[src/rtl/instr_issue_pkg.sv]
// Shared definitions for the instruction issue unit: opcodes, field layout of the
// 16-bit instruction word, and helpers to encode words and inspect their registers.
package instr_issue_pkg;

    localparam logic [2:0] OP_ADD  = 3'b000;
    localparam logic [2:0] OP_SUB  = 3'b001;
    localparam logic [2:0] OP_ADDI = 3'b010;
    localparam logic [2:0] OP_ANDI = 3'b011;
    localparam logic [2:0] OP_ORI  = 3'b100;

    localparam int OP_MSB  = 15;
    localparam int OP_LSB  = 13;
    localparam int RS_MSB  = 12;
    localparam int RS_LSB  = 10;
    localparam int RT_MSB  = 9;
    localparam int RT_LSB  = 7;
    localparam int RD_MSB  = 6;
    localparam int RD_LSB  = 4;
    localparam int IMM_MSB = 5;
    localparam int IMM_LSB = 0;

    // ori R0,R0,0 leaves every register untouched, so it is a safe filler.
    localparam logic [15:0] NOP_WORD_DEFAULT = 16'h8000;

    typedef struct packed {
        logic [2:0] op;
        logic [2:0] rs;
        logic [2:0] rt;
        logic [2:0] rd;
        logic [5:0] imm;
    } instrFields_t;

    function automatic logic is_legal(input logic [2:0] op);
        logic legal;
        case (op)
            OP_ADD, OP_SUB, OP_ADDI, OP_ANDI, OP_ORI: legal = 1'b1;
            default:                                  legal = 1'b0;
        endcase
        return legal;
    endfunction

    function automatic logic is_rtype(input logic [2:0] op);
        return (op == OP_ADD) || (op == OP_SUB);
    endfunction

    // R-type carries rd in [6:4] with a zero low nibble; I-type keeps bit 6 clear.
    function automatic logic [15:0] encode(input instrFields_t f);
        logic [15:0] w;
        w = '0;
        w[OP_MSB:OP_LSB] = f.op;
        w[RS_MSB:RS_LSB] = f.rs;
        w[RT_MSB:RT_LSB] = f.rt;
        if (is_rtype(f.op)) begin
            w[RD_MSB:RD_LSB] = f.rd;
        end else begin
            w[IMM_MSB:IMM_LSB] = f.imm;
        end
        return w;
    endfunction

    function automatic logic [2:0] dst_of(input logic [15:0] w);
        return is_rtype(w[OP_MSB:OP_LSB]) ? w[RD_MSB:RD_LSB] : w[RT_MSB:RT_LSB];
    endfunction

    function automatic logic reads_reg(input logic [15:0] w, input logic [2:0] r);
        return (w[RS_MSB:RS_LSB] == r) ||
               (is_rtype(w[OP_MSB:OP_LSB]) && (w[RT_MSB:RT_LSB] == r));
    endfunction

endpackage

[src/rtl/instr_fifo.sv]
// Circular word buffer with occupancy count; flush outranks push/pop, and a push
// while full or a pop while empty is ignored.
module instr_fifo #(
    parameter int DEPTH = 8,
    parameter int WIDTH = 16
) (
    input  logic                     clk,
    input  logic                     reset,
    input  logic                     flush,
    input  logic                     push,
    input  logic                     pop,
    input  logic [WIDTH-1:0]         wrData,
    output logic [WIDTH-1:0]         rdData,
    output logic [$clog2(DEPTH):0]   count,
    output logic                     full,
    output logic                     empty
);

    localparam int PW = $clog2(DEPTH);
    localparam int CW = PW + 1;
    localparam logic [CW-1:0] FULL_COUNT = CW'(DEPTH);

    logic [WIDTH-1:0] mem [DEPTH];
    logic [PW-1:0]    wrPtr;
    logic [PW-1:0]    rdPtr;
    logic             doPush;
    logic             doPop;

    assign full   = (count == FULL_COUNT);
    assign empty  = (count == '0);
    assign rdData = mem[rdPtr];
    assign doPush = push & ~full & ~flush;
    assign doPop  = pop & ~empty & ~flush;

    always_ff @(posedge clk) begin
        if (doPush) begin
            mem[wrPtr] <= wrData;
        end
    end

    // Pointers wrap naturally because DEPTH is a power of two.
    always_ff @(posedge clk or negedge reset) begin
        if (!reset) begin
            wrPtr <= '0;
            rdPtr <= '0;
            count <= '0;
        end else if (flush) begin
            wrPtr <= '0;
            rdPtr <= '0;
            count <= '0;
        end else begin
            if (doPush) begin
                wrPtr <= wrPtr + 1'b1;
            end
            if (doPop) begin
                rdPtr <= rdPtr + 1'b1;
            end
            case ({doPush, doPop})
                2'b10:   count <= count + 1'b1;
                2'b01:   count <= count - 1'b1;
                default: count <= count;
            endcase
        end
    end

endmodule

[src/rtl/instr_issue_unit.sv]
// Encodes host instruction fields, queues them, and issues one word per issue cycle.
// Optional read-after-write bubble insertion: define INSTR_ISSUE_HAZARD_BUBBLE_EN.
module instr_issue_unit
    import instr_issue_pkg::*;
#(
    parameter int          DEPTH    = 8,
    parameter logic [15:0] NOP_WORD = NOP_WORD_DEFAULT
) (
    input  logic                   clk,
    input  logic                   reset,
    input  logic                   in_valid,
    output logic                   in_ready,
    input  logic [2:0]             in_op,
    input  logic [2:0]             in_rs,
    input  logic [2:0]             in_rt,
    input  logic [2:0]             in_rd,
    input  logic [5:0]             in_imm,
    input  logic                   issue_en,
    input  logic                   flush,
    output logic [15:0]            instr_out,
    output logic                   instr_valid,
    output logic                   illegal_op,
    output logic [$clog2(DEPTH):0] fifo_count
);

    instrFields_t fields;
    logic [15:0]  encWord;
    logic [15:0]  headWord;
    logic         opLegal;
    logic         accept;
    logic         fifoPush;
    logic         fifoPop;
    logic         fifoFull;
    logic         fifoEmpty;
    logic         hazardStall;
    logic         issueReal;

    assign fields.op  = in_op;
    assign fields.rs  = in_rs;
    assign fields.rt  = in_rt;
    assign fields.rd  = in_rd;
    assign fields.imm = in_imm;

    assign encWord   = encode(fields);
    assign opLegal   = is_legal(in_op);
    assign in_ready  = ~fifoFull;
    assign accept    = in_valid & in_ready;
    assign fifoPush  = accept & opLegal & ~flush;
    assign issueReal = issue_en & ~fifoEmpty & ~hazardStall;
    assign fifoPop   = issueReal & ~flush;

    instr_fifo #(
        .DEPTH (DEPTH),
        .WIDTH (16)
    ) uFifo (
        .clk    (clk),
        .reset  (reset),
        .flush  (flush),
        .push   (fifoPush),
        .pop    (fifoPop),
        .wrData (encWord),
        .rdData (headWord),
        .count  (fifo_count),
        .full   (fifoFull),
        .empty  (fifoEmpty)
    );

`ifdef INSTR_ISSUE_HAZARD_BUBBLE_EN
    logic [2:0] lastDst;
    logic       lastDstVld;

    assign hazardStall = lastDstVld & reads_reg(headWord, lastDst);

    // Remember where the last real word writes; any NOP issue breaks the dependency.
    always_ff @(posedge clk or negedge reset) begin
        if (!reset) begin
            lastDst    <= '0;
            lastDstVld <= 1'b0;
        end else if (flush) begin
            lastDstVld <= 1'b0;
        end else if (issue_en) begin
            if (issueReal) begin
                lastDst    <= dst_of(headWord);
                lastDstVld <= 1'b1;
            end else begin
                lastDstVld <= 1'b0;
            end
        end
    end
`else
    assign hazardStall = 1'b0;
`endif

    // Output register: head word when available, otherwise the NOP filler.
    always_ff @(posedge clk or negedge reset) begin
        if (!reset) begin
            instr_out   <= NOP_WORD;
            instr_valid <= 1'b0;
            illegal_op  <= 1'b0;
        end else if (flush) begin
            instr_out   <= NOP_WORD;
            instr_valid <= 1'b0;
            illegal_op  <= 1'b0;
        end else begin
            illegal_op <= accept & ~opLegal;
            if (issue_en) begin
                if (issueReal) begin
                    instr_out   <= headWord;
                    instr_valid <= 1'b1;
                end else begin
                    instr_out   <= NOP_WORD;
                    instr_valid <= 1'b0;
                end
            end
        end
    end

endmodule

[config.mk]
export PLATFORM = sky130hd
export DESIGN_NAME = instr_issue_unit
export DESIGN_NICKNAME = d
export VERILOG_FILES = /design/src/rtl/instr_issue_pkg.sv /design/src/rtl/instr_fifo.sv /design/src/rtl/instr_issue_unit.sv
export SDC_FILE = /design/constraint.sdc
export NUM_CORES = 1
export LEC_CHECK = 0
export ABC_CLOCK_PERIOD_IN_PS = 2600
export BUFFER_PORTS_ARGS = -buffer_cell sky130_fd_sc_hd__buf_2
export CORE_ASPECT_RATIO = 1.1
export CORE_UTILIZATION = 56
export CTS_BUF_LIST = sky130_fd_sc_hd__clkbuf_4 sky130_fd_sc_hd__clkbuf_8
export DETAILED_ROUTE_END_ITERATION = 12
export MAX_ROUTING_LAYER = met4
export PLACE_DENSITY_LB_ADDON = 0.08
export SYNTH_ARGS = -nofsm -noshare
export SYNTH_HDL_FRONTEND = slang
export SYNTH_SLANG_ARGS = --single-unit
export TNS_END_PERCENT = 50
[constraint.sdc]
create_clock -name clk -period 2.6 [get_ports clk]
set_clock_uncertainty 0.05 [all_clocks]
set_input_delay 0.52 -clock clk [delete_from_list [all_inputs] [get_ports clk]]
set_output_delay 0.52 -clock clk [all_outputs]
set_load 0.02 [all_outputs]
Word level (Yosys, flattened, before mapping)
Memory sizes are Yosys's and may differ from the RTL's.
Cells that the tools add are included.
- register bits: 28
- RAM bits: 128
- input port bits: 23
- output and inout port bits: 23
- logic and storage cells: 59
- memories kept: 1
- memories (name ; depth ; width ; rd ports ; clocked after memory_dff ; write ports ; RTL line ; RTL):
    uFifo.mem ; 8 ; 16 ; 1 ; 0 ; 1 ; instr_fifo.sv:23 ; logic [WIDTH-1:0] mem [DEPTH];
- $add $sub $neg: 4
- eq/ne operators: 7
- multiplexer cells: 19
- bitwise logic cells: 14
- reductions and logical operators: 8
- operator list (operator ; number):
    16-bit two-way mux ; 3
    3-bit two-way mux ; 4
    1-bit bitwise AND ; 10
    1-bit two-way mux ; 8
    4-bit two-way mux ; 2
    4-bit case mux with 2 select lines ; 1
    3-bit by 1-bit adder with 3-bit output (second input constant) ; 2
    3-bit by 2-bit equality test with 1-bit output (second input constant) ; 2
    2-bit nonzero test ; 3
    5-bit OR reduction ; 1
    4-bit by 1-bit adder with 4-bit output (second input constant) ; 1
    4-bit equality test (second input constant) ; 1
    4-bit logical NOT ; 1
    1-bit inverter ; 4
    4-bit by 1-bit subtractor with 4-bit output (second input constant) ; 1
    3-bit by 1-bit equality test with 1-bit output (second input constant) ; 1
    3-bit equality test (second input constant) ; 1
    3-bit logical NOT ; 1
    3-bit nonzero test ; 1
    2-bit by 1-bit equality test with 1-bit output (second input constant) ; 1
    2-bit equality test (second input constant) ; 1
    2-bit two-way mux ; 1
    1-bit logical OR ; 1

Depth between registers and ports, before layout
- word-level depth: 10
- depth in mapped cells: 9
- mapped depth without buffers: 8

Modules after synthesis
From an unflattened synthesis, not the netlist that was laid out.
- cells, all modules: 324
- area total of the unflattened synthesis: 6279.8 sq um
- modules (own cells, without submodules) (module ; times used ; cells an instance ; area each (sq um)):
    instr_fifo ; 1 ; 264 ; 5491.5
    instr_issue_unit ; 1 ; 60 ; 788.3

Least setup slack after synthesis
OpenSTA, ideal clock, no wires.
- path type: input-to-reg
- from: input in_op[1]
- to: memory uFifo.mem[2][0] (enable)
- library setup time: 0.413 ns
- arrival: 2.530 ns
- setup slack: -0.393 ns
- cell stages on the path: 4
- buffers on the path: 0
- cell sequence: o21a_1 -> nor3_1 -> nand2b_1 -> nor3b_1
- cells in the longest elaborated chain, start to end: 9
- ends and longest elaborated chain (element ; RTL line ; RTL):
    start: declaration ; instr_issue_unit.sv:13 ; input logic [2:0] in_op,
    3-bit by 1-bit equality test with 1-bit output (tied with other cells) ; instr_issue_pkg.sv:35 ; case (op)
    5-bit OR reduction * ; instr_issue_pkg.sv:35 ;
    1-bit two-way mux * ; instr_issue_pkg.sv:35 ;
    1-bit bitwise AND * (2 in series) ; instr_issue_unit.sv:48 ; assign fifoPush = accept & opLegal & ~flush;
    1-bit bitwise AND * (2 in series) ; instr_fifo.sv:32 ; assign doPush = push & ~full & ~flush;
    1-bit two-way mux * ; instr_fifo.sv:36 ; if (doPush) begin
    1-bit two-way mux (implied by the code) * ; instr_fifo.sv:37 ; mem[wrPtr] <= wrData;
    end: declaration ; instr_fifo.sv:23 ;
Mark *: on every way between the ends. The rest lies on a longest branch, timed or not.

Final worst setup path
- from: register uFifo.count[2]
- to: register uFifo.count[3]
- cells in the longest elaborated chain, start to end: 10
- ends and longest elaborated chain (element ; RTL line ; RTL):
    start: declaration ; instr_fifo.sv:14 ; output logic [$clog2(DEPTH):0] count,
    start signal: assignment ; instr_fifo.sv:59 ; 2'b10: count <= count + 1'b1;
    start signal: assignment ; instr_fifo.sv:60 ; 2'b01: count <= count - 1'b1;
    start signal: assignment ; instr_fifo.sv:61 ; default: count <= count;
    4-bit equality test ; instr_fifo.sv:29 ; assign full = (count == FULL_COUNT);
    1-bit inverter ; instr_fifo.sv:32, instr_issue_unit.sv:46 ;
    1-bit bitwise AND ; instr_issue_unit.sv:47 ; assign accept = in_valid & in_ready;
    1-bit bitwise AND (2 in series) ; instr_issue_unit.sv:48 ;
    1-bit bitwise AND (2 in series) ; instr_fifo.sv:32 ;
    2-bit by 1-bit equality test with 1-bit output or 2-bit equality test (tied branches) ; instr_fifo.sv:58 ; case ({doPush, doPop})
    4-bit case mux with 2 select lines ; instr_fifo.sv:58 ;
    4-bit two-way mux ; instr_fifo.sv:47 ; end else if (flush) begin
Several ways; a longest one is shown, not always the timed one.
A chain may end at the register's enable or synchronous reset.

==> metrics.log <==
[metrics] growth of design area from synthesis to finish: 18.2%
[metrics] drt wl/cell: 20.3 µm
[metrics] total setup buffers inserted after CTS: 0
[metrics] library cell occupying the most area in the post-synthesis netlist: edfxtp_1
[metrics] Top Ports: 46
[metrics] Horiz. Die Dim: 102 µm
[metrics] number of standard cells in the final layout excluding fillers: ~570
[metrics] hold_buf cts: 0
[metrics] pwr dens: around 850 nW/µm²
[metrics] starting density of the core: 0.584
[metrics] clock-pin transition on the worst setup and hold timing paths: about 0.08 ns
[metrics] pin count of the biggest net entering global routing: 35
[metrics] run status: completed
[metrics] global-route wire length before repair: 18400 µm
[metrics] unrepaired setup endpoints after global routing: false
[metrics] number of buffers on the longest clock path: 2
[metrics] netlist area before placement: 6190 µm²
[metrics] worst reg2reg startpoint: uFifo.count[2]
[metrics] weighted congestion reported at the end of routability-driven placement: 0.748
[metrics] most used flip-flop cell after synthesis: edfxtp_1
[metrics] register bit count reported by yosys: between 150 and 200
[metrics] number of standard-cell rows in the floorplan: 39
[metrics] Max Slew Vio Count: 0
[metrics] syn nets: between 300 and 400
[metrics] average footprint of a synthesized cell: 18.9 µm²
[metrics] DRT Wirelength: 11600 µm
[metrics] share of total power in sequential cells: 0.475
[metrics] net switching share of the total power: 0.263
[metrics] critical path startpoint: uFifo.count[2]
[metrics] worst max-slew margin expressed relative to the limit: 0.512
[metrics] CTS tree: yes
[metrics] Final nets: 443
[metrics] max-capacitance violation count: 0
[metrics] critical path's largest stage delay: 0.54 ns
[metrics] largest cells by area after synthesis: edfxtp_1 62%, mux4_2 12%, dfrtp_1 11%, mux2i_1 2.6%, o21ai_0 1.5%
[metrics] portion of the post-synthesis area used by sequential elements: 0.735
[metrics] initial antenna violation count: 0
[metrics] first-pass iteration count of the detailed router: 4
[metrics] Clock Latency Late Sink: between 0.4 and 0.5 ns
[metrics] CTS root buffer: clkbuf_8
[metrics] H-tree depth: 4
[metrics] Crit Reg-Reg Endpoint: uFifo.count[3]
[metrics] fin crit period: 2.50 ns
[metrics] Leakage Power: 0.00262 µW
[metrics] total via count after detailed routing: 3263
[metrics] clock buffer count from CTS: 17
[metrics] maximum vdd drop: between 500 and 600 µV
[metrics] number of endpoints failing setup at the final stage: 0
[metrics] cell internal power dissipation: about 4600 µW
[metrics] Sinks on Clock Net: between 150 and 200
[metrics] relative contribution of the clock network to total power: 0.309
[metrics] classification of the worst-slack hold path: in -> async
[metrics] CP Cell Sequence: or4_1, nand3b_1, nor2_1, ha_1, a21o_1, a21oi_2, mux2i_1, mux2_2
[metrics] instance count after placement with tap cells included: 539
[metrics] switching power total: approximately 1600 µW
[metrics] fraction of synthesis flops using an asynchronous set or reset pin: 0.179
[metrics] combinational cell fraction of total power: 0.216
[metrics] overall overflow remaining after global route: 0
[metrics] type of destination of the critical path: register
[metrics] number of antenna cells inserted: 0
[metrics] Synth Warn #: 0
[metrics] Synth Instances: around 330
[metrics] # DRC: 0
[metrics] final count of hold timing violations: 0
[metrics] Antenna Violating Nets Remaining: 0
[metrics] setup slack of the worst register-to-register path: 0.1 ns
[metrics] Worst R2R Path Depth: 8
[metrics] Critical-path top delay cell: or4_1
[metrics] startpoint type of the worst setup path: register
[metrics] die footprint: 11500 µm²
[metrics] post-detailed-placement half-perimeter wirelength: 7380 µm
[metrics] Setup crit end: uFifo.count[3]
[metrics] maximum net fanout on the critical path: 3
[metrics] EDFF count, synth: between 100 and 150
[metrics] First DRT Iteration DRCs: approximately 220
[metrics] data arrival time of the worst path: roughly 2.8 ns
[metrics] area inside the core boundary: 10600 µm²
[metrics] post-DR vias/cell: between 5 and 6
[metrics] count of cell types in the netlist: 39
[metrics] number of global-route vias before repair: between 3000 and 4000
[metrics] Setup CP Type: reg -> reg
[metrics] Overall Global Routing Usage: 0.237
[metrics] buffers added on ports: 45
[metrics] die outline height: 112 µm
[metrics] overall power of the completed layout: ~6200 µW
[metrics] fraction of layout instances using a drive strength above 1: 0.386
[metrics] Least-Margin Pin Slew: 0.732 ns
[metrics] Data required, critical path: roughly 2.9 ns
[metrics] share of the clock period used by the worst path: 0.962
[metrics] highest attainable clock frequency: roughly 400 MHz
[metrics] share of the synthesized area in the top cell type: 0.621
-- repair_timing --
item / CTS / global route
gates resized for setup: 0 / 2
hold endpoints to repair: 0 / 0
endpoints found under the setup margin: 0 / 1
-- per-stage QoR --
stage               utilization  area, µm²  setup TNS (ns)  setup WS, ns  hold WS [ns]
floorplan                     -       6200          -20.21        -0.371         0.174
CTS                       0.690       7310               0        0.0741        0.0972
global placement          0.649       6870               0        0.0865         0.405
finish                    0.690       7310               0        0.0999        0.0861
detailed placement        0.649       6870               0        0.0459         0.415
global route              0.690       7310               0       0.00987         0.106
-- worst min path at each step --
stage | end | slack [ns] | cells after the start
finish | uFifo.count[0] | 0.09 | 1
global route | uFifo.count[2] | 0.11 | 1
CTS | uFifo.count[0] | 0.1 | 1
detailed placement | instr_out[7] | 0.41 | 2
global placement | instr_out[12] | 0.41 | 2
floorplan | illegal_op | 0.17 | 0
-- cell usage in the layout (no fill, tap or decap), types with 2 or more instances in the layout --
cell,synthesis,routed
a21oi_1,5,4
buf_12,0,2
buf_2,5,45
buf_4,0,36
bufinv_16,0,4
clkbuf_4,0,5
clkbuf_8,0,18
clkinv_2,0,4
dfrtp_1,27,26
edfxtp_1,128,128
ha_1,4,4
mux2_2,3,4
mux2i_1,16,16
mux4_2,32,32
nand2_1,25,25
nand2b_1,2,2
nand3_1,2,2
nand3b_1,3,3
nor2_1,8,8
nor2b_1,6,6
nor3_1,7,5
nor3_2,0,2
nor3b_2,0,4
o21ai_0,19,19
xor2_1,2,2
-- flip-flops by register name, indices dropped and copies added (netlist names) --
| name | count |
|---|---|
| illegal_op | 1 |
| instr_out | 16 |
| instr_valid | 1 |
| uFifo.count | 4 |
| uFifo.mem | 128 |
| uFifo.rdPtr | 3 |
| uFifo.wrPtr | 3 |
-- kinds of logic after synthesis --
family,count (synthesis),synth area share
DFF,156,0.735
and+or+nand+nor,64,0.0566
adders and majority gates,5,0.0113
buffers and inverters,16,0.0107
AOI/OAI and AO/OA,31,0.0326
muxes,52,0.150
xor gates and xnor gates,3,0.00425
-- worst max-delay path: cells and delay by family (launching register included) --
kind / cells / cell delay (ns)
compound gates: 2 / 0.32
fa+ha+maj: 1 / 0.29
flops: 1 / 0.42
mux: 2 / 0.56
simple gates: 3 / 0.75
-- area by class of cell --
class / instances / area [µm²]
Clock buffer: 23 / 285
Clock inverter: 9 / 148
Fill cell: 705 / 3280
Inverter: 2 / 7.51
Multi-Input combinational cell: 155 / 1610
Sequential cell: 156 / 4550
Tap cell: 143 / 179
Timing Repair Buffer: 83 / 536
-- power by group through the flow --
stage	clock [µW]	combinational (µW)	sequential (µW)
floorplan	0	747	3150
global placement	0	1330	3000
detailed placement	0	1350	3010
CTS	1970	1360	2960
global route	2050	1480	2980
finish	1920	1350	2960
-- per-layer routing --
metal,GRT usage,vias up,wire (µm)
met5,-,-,0
met4,0.0905,0,166
met3,0.0523,17,439
met2,0.369,82,6030
met1,0.307,1681,4950
li1,-,1483,-
-- cells in the mapped netlist (4+ instances only) --
| library cell | n |
|---|---|
| nor3b_1 | 5 |
| nor2b_1 | 6 |
| nand2_1 | 25 |
| a21oi_1 | 5 |
| nor2_1 | 8 |
| clkbuf_1 | 8 |
| o21ai_0 | 19 |
| edfxtp_1 | 128 |
| nor3_1 | 7 |
| dfrtp_1 | 27 |
| mux4_2 | 32 |
| mux2i_1 | 16 |
| ha_1 | 4 |
| buf_2 | 5 |
(Power assumes the default switching activity.)
